### src/rtl/tff_mod_counter_pkg.sv
// Shared definitions for the T-cell modulo-N counter.
//   DIR_UP / DIR_DOWN : count-direction encodings for the dir input
//   MAX_W             : widest counter the helper supports
//   calc_toggle()     : per-bit toggle vector for a given q, width, modulus
//                       and direction, before enable/load gating
package tff_mod_counter_pkg;

  localparam int   MAX_W    = 16;
  localparam logic DIR_UP   = 1'b1;
  localparam logic DIR_DOWN = 1'b0;

  // Up: bit i toggles when all lower bits are 1; at MODULUS-1 toggle every
  // set bit so q lands on 0.
  // Down: bit i toggles when all lower bits are 0; at 0 toggle into MODULUS-1.
  function automatic logic [MAX_W-1:0] calc_toggle(
    input logic [MAX_W-1:0] q,
    input int               width,
    input int               modulus,
    input logic             dir
  );
    logic [MAX_W-1:0] t;
    logic             run;
    t   = '0;
    run = 1'b1;
    if (dir == DIR_UP) begin
      if (int'(q) == modulus - 1) begin
        t = q;
      end else begin
        for (int i = 0; i < MAX_W; i++) begin
          if (i < width) begin
            t[i] = run;
            run  = run & q[i];
          end
        end
      end
    end else begin
      if (q == '0) begin
        t = MAX_W'(modulus - 1);
      end else begin
        for (int i = 0; i < MAX_W; i++) begin
          if (i < width) begin
            t[i] = run;
            run  = run & ~q[i];
          end
        end
      end
    end
    return t;
  endfunction

endpackage

### src/rtl/tff_mod_counter_cell.sv
// One-bit T storage cell, falling-edge update, async active-low reset.
//   clk   : clock (state changes on negedge)
//   rst_n : async active-low reset, clears q
//   t     : toggle request
//   q     : stored bit
module tff_cell (
  input  logic clk,
  input  logic rst_n,
  input  logic t,
  output logic q
);

  always_ff @(negedge clk or negedge rst_n) begin
    if (!rst_n)  q <= 1'b0;
    else if (t)  q <= ~q;
  end

endmodule

### src/rtl/tff_mod_counter.sv
// Modulo-N counter built from WIDTH T cells; next q = q ^ toggle.
//   clk      : clock, all state updates on falling edge
//   rst_n    : async active-low reset (q, load_err -> 0)
//   dir      : 1 = up, 0 = down (only with TFF_MOD_COUNTER_UPDOWN_EN)
//   en       : count enable
//   load     : synchronous parallel load, wins over en
//   load_val : value to load; >= MODULUS loads 0 and flags load_err
//   q        : registered count
//   t_out    : toggle vector applied at next falling edge (0 if !en or load)
//   tc       : terminal count for cascading
//   load_err : one-cycle registered pulse after an illegal load
// Optional feature macro: TFF_MOD_COUNTER_UPDOWN_EN adds dir and down counting.
module tff_mod_counter
  import tff_mod_counter_pkg::*;
#(
  parameter int WIDTH   = 4,
  parameter int MODULUS = 10
) (
  input  logic             clk,
  input  logic             rst_n,
`ifdef TFF_MOD_COUNTER_UPDOWN_EN
  input  logic             dir,
`endif
  input  logic             en,
  input  logic             load,
  input  logic [WIDTH-1:0] load_val,
  output logic [WIDTH-1:0] q,
  output logic [WIDTH-1:0] t_out,
  output logic             tc,
  output logic             load_err
);

  if (WIDTH < 1 || WIDTH > MAX_W) begin : g_bad_width
    $error("tff_mod_counter: WIDTH out of range 1..16");
  end
  if (MODULUS < 2 || MODULUS > (1 << WIDTH)) begin : g_bad_mod
    $error("tff_mod_counter: MODULUS out of range 2..2^WIDTH");
  end

  localparam logic [WIDTH-1:0] LAST = WIDTH'(MODULUS - 1);

  logic             dir_i;
  logic             active;
  logic             legal;
  logic [WIDTH-1:0] load_tgt;
  logic [WIDTH-1:0] cell_t;
  logic [MAX_W-1:0] tog_full;
  logic             unused_tog;

`ifdef TFF_MOD_COUNTER_UPDOWN_EN
  assign dir_i = dir;
  assign tc    = active & ((dir_i == DIR_UP) ? (q == LAST) : (q == '0));
`else
  assign dir_i = DIR_UP;
  assign tc    = active & (q == LAST);
`endif

  assign active     = en & ~load;
  assign tog_full   = calc_toggle(MAX_W'(q), WIDTH, MODULUS, dir_i);
  assign unused_tog = ^tog_full;
  assign t_out      = active ? tog_full[WIDTH-1:0] : '0;

  // Loads go through the T cells too: toggle exactly the bits that differ.
  // t_out stays 0 during a load so external toggle stages hold.
  assign legal    = int'(load_val) < MODULUS;
  assign load_tgt = legal ? load_val : '0;
  assign cell_t   = load ? (q ^ load_tgt) : t_out;

  for (genvar i = 0; i < WIDTH; i++) begin : g_cell
    tff_cell u_cell (
      .clk   (clk),
      .rst_n (rst_n),
      .t     (cell_t[i]),
      .q     (q[i])
    );
  end

  always_ff @(negedge clk or negedge rst_n) begin
    if (!rst_n) load_err <= 1'b0;
    else        load_err <= load & ~legal;
  end

endmodule
### config.mk
export PLATFORM = sky130hd
export DESIGN_NAME = tff_mod_counter
export DESIGN_NICKNAME = d
export VERILOG_FILES = /design/src/rtl/tff_mod_counter_pkg.sv /design/src/rtl/tff_mod_counter_cell.sv /design/src/rtl/tff_mod_counter.sv
export SDC_FILE = /design/constraint.sdc
export NUM_CORES = 1
export LEC_CHECK = 0
export CORE_AREA = 2 2 39 41
export CTS_BUF_LIST = sky130_fd_sc_hd__clkbuf_4
export DETAILED_ROUTE_END_ITERATION = 10
export DIE_AREA = 0 0 41 43
export PLACE_DENSITY = 0.66
export SETUP_SLACK_MARGIN = 0.02
export SLEW_MARGIN = 20
export SYNTH_ARGS = -nofsm -noshare
export SYNTH_HDL_FRONTEND = slang
export SYNTH_SLANG_ARGS = --single-unit
### constraint.sdc
create_clock -name clk -period 2.6 [get_ports clk]
set_input_delay 0.52 -clock clk [delete_from_list [all_inputs] [get_ports clk]]
set_output_delay 0.52 -clock clk [all_outputs]
set_load 0.05 [all_outputs]
# After elaboration in Yosys (flattened, before gate mapping)
# Cells that the tools add are included.
[classes]
magnitude_cmp = 1
n_eq_ne = 2
mux = 6
n_bitwise = 12
[op_table]
columns = ["op", "n"]
rows = [
  ["two-way mux 4 bit", 4],
  ["== test 4 bit (second input constant)", 2],
  ["NOT 1 bit", 6],
  ["bitwise AND 1 bit", 5],
  ["less-than comparator 4 bit (second input constant)", 1],
  ["XOR 4 bit", 1],
  ["two-way mux 1 bit", 2],
]
[totals]
out_inout_bits = 10
in_bits = 8
register_bits = 5

# Logic depth before layout (Yosys ltp)
# Gate-level depths: netlist (run 1).
[depth]
depth_word = 8
ltp_mapped = 4
mapped_depth_nobuf = 3

# Modules after synthesis
# A second synthesis (run 1) with hierarchy kept.
[unflattened]
cells_unflattened = 34
hier_area_um2 = 314.1
[by_module_without_submodules]
columns = ["module", "area_per_inst_um2", "cells_each", "instances"]
rows = [
  ["tff_mod_counter", 178.9, 26, 1],
  ["tff_cell", 33.8, 2, 4],
]

==> flow_summary.toml, run 1 <==
[critical_path]
end_kind = "output port"
crit_buf_inv = 1
critPathRequiredTime_ps = 2080
crit_slowest_cell = "or3b_4"
critPathKind = "reg2out"
crit_arrival_ps = 2710
crit_fanout = 2
crit_path_max_incr_delay_ps = 410
start_kind = "register"
crit_chain = "or3b_4 > a21oi_4 > buf_12"
critPathTopFamily = "simple AND/OR/NAND/NOR gates"
cp-startpoint = "g_cell[3].u_cell.q$_DFFE_NN0P_"
r2r-start = "g_cell[3].u_cell.q$_DFFE_NN0P_"

[die]
core_area_sq_um = 1380
die_w_um = 41
start_util = 0.254
rows = 14
die_h_um = 43
num_io_pins = 18
die_area_sq_um = 1760

[sta]
rsz0062_at_grt = "true"
fin_ws_ps = -630
setup_viol = 9
finClkSkew_ps = 1.55
slew_violations = 0
hold_violations = 0
slew_headroom = 0.831
tightest_slew_ps = 254
hold_ws_ps = 608

[clock_network]
clockBufferDepth = 2
h-tree-depth = 1
clkSlewWorstSetupHoldPaths_ps = 30
clock_latency_ps = 250
clock_sinks = 5
cts_buffers = 3
cts_tree = "done"
clockRootBuffer = "clkbuf_4"

[global_route]
grt.overflow.total = 0
grt_pass1_wl_mm = 1.41
grt_max_degree = 7
grtUsageMet2 = 0.191
first_global_vias = 351
grt_busiest_layer = "met2"
grt_usage = 0.118
grtUsageMet3 = 0.0471
antenna_found_initial = 0
met1_usage = 0.134

[logic_synthesis]
syn_inst = 39
ys_warn_count = 0
syn_area_sq_um = 352
synth_fp_nets = 47
synth_cell_types = 20
ys_seq_elements = 5
synth.avg_cell_area_sq_um = 9.02
ys_seq_area_frac = 0.356

[route]
drt_pass1_iterations = 1
vias = 350
ant_nets = 0
vias_per_cell = 4.22
drt-total-wl_um = 773
dr.first_iter.drc_count = 0
drc = 0
detail_route.wl_per_cell_um = 9.31

[placement]
port_buffers = 17
post-dp-hpwl_um = 649
globalplace.congestion = 0.732
dp.cells = 77
post-place-ws_ps = -400

[final_layout]
final_cell_mix = "buf_12 (10), buf_4 (7), dfrtn_1 (5), clkdlybuf4s50_1 (5), buf_6 (5)"
final_cells = 83
final_common_cell = "buf_12"
drive_gt1_frac = 0.493
antenna_cells = 0
post-route-util = 0.563
syn_to_final_growth_pct = 122
fin_nets = 76

[power_and_ir_drop]
p_per_area_nw_per_um2 = 486
power.total_uw = 379
leakage_uw = 0.000349
peakVddDrop_uv = 347

[outcome]
violations = "setup timing"
status = "complete, but fails checks"

[job]
cap_violations = 0

[min_path]
worstHoldStart = "g_cell[0].u_cell.q$_DFFE_NN0P_"
min_path_type = "reg2reg"
==> layer usage <==
metal  vias to the layer above  part of all wire
met5                         -                 0
li1                        181                 -
met4                         0                 0
met3                         0             0.066
met2                        13              0.56
met1                       156              0.37
==> cells by family after synthesis <==
group	after synthesis	synth area share
AND/OR/NAND/NOR	16	0.253
AO/OA/AOI/OAI	7	0.146
multiplexers	2	0.0569
flip-flops	5	0.356
XOR/XNOR	2	0.0498
buffers and inverters	7	0.139
==> registers in the layout, indices dropped and copies added, names as in the netlist <==
register / flops
g_cell.u_cell.q: 4
load_err: 1
==> report_power, final <==
part | switching [uW] | internal (uW)
Clock | 30.2 | 68.3
Sequential | 7.26 | 87.5
Combinational | 89.9 | 95.4
Total | 127 | 251
==> final cells by class <==
| type | count | area [sq um] |
|---|---|---|
| tap | 16 | 20.0 |
| multi-input combinational | 27 | 220 |
| fill | 122 | 604 |
| inverter | 2 | 7.51 |
| sequential | 5 | 125 |
| timing repair buffer | 29 | 377 |
| clock buffer | 4 | 30.0 |
==> worst reg2reg max path, cell delays in order, from the launching register on <==
cell     delay (ps)
dfrtn_1         400
buf_4           110
buf_6           100
nor2b_4         170
buf_4           120
nor3_1           30
o31a_1          280
==> metrics by stage <==
| step | instance area (sq um) | setup TNS (ps) |
|---|---|---|
| 5_1_grt | 779 | -3250 |
| 3_3_place_gp | 711 | -2860 |
| 2_1_floorplan | 390 | -1350 |
| 3_5_place_dp | 711 | -2980 |
| 4_1_cts | 763 | -2900 |
| 6_report | 779 | -2880 |
==> timing repair <==
| action | in CTS | in global routing |
|---|---|---|
| buffers inserted | 1 | 1 |
| cloned | 0 | 0 |
| pin swaps | 1 | 1 |
| resized for setup | 7 | 2 |
| hold buffers | 0 | 0 |
| endpoints found under the setup margin | 14 | 9 |
==> worst paths after layout <==
| kind | end | slack [ps] | depth (start not counted) |
|---|---|---|---|
| worst max-delay path | t_out[3] | -630 | 3 |
| worst min-delay path | g_cell[3].u_cell.q$_DFFE_NN0P_ | 610 | 3 |
| worst max register to register | g_cell[1].u_cell.q$_DFFE_NN0P_ | 1240 | 6 |
| worst min register to register | g_cell[3].u_cell.q$_DFFE_NN0P_ | 610 | 3 |
| max in group asynchronous | g_cell[0].u_cell.q$_DFFE_NN0P_ | 710 | 1 |
| min in group asynchronous | g_cell[1].u_cell.q$_DFFE_NN0P_ | 1670 | 1 |
==> cell usage after synthesis (all sizes together) <==
cell | number | area (sq um)
nand3b | 2 | 18.8
nand2 | 3 | 11.3
a31oi | 1 | 6.26
nand3 | 1 | 5.00
inv | 2 | 7.51
or3b | 1 | 11.3
buf | 5 | 41.3
xor2 | 2 | 17.5
mux2i | 2 | 20.0
a21oi | 3 | 26.3
dfrtn | 5 | 125
nor2b | 3 | 18.8
nor3 | 1 | 5.00
o31a | 1 | 8.76
nor2 | 5 | 18.8
o21ai | 2 | 10.0
Power figures use the tool's default switching activity.
==> run 2, diff against run 1 <==
ABC_AREA = 0   (was not set)
==> results of run 2 <==
The final DEF is identical to that of run 1; final timing and power are the same.
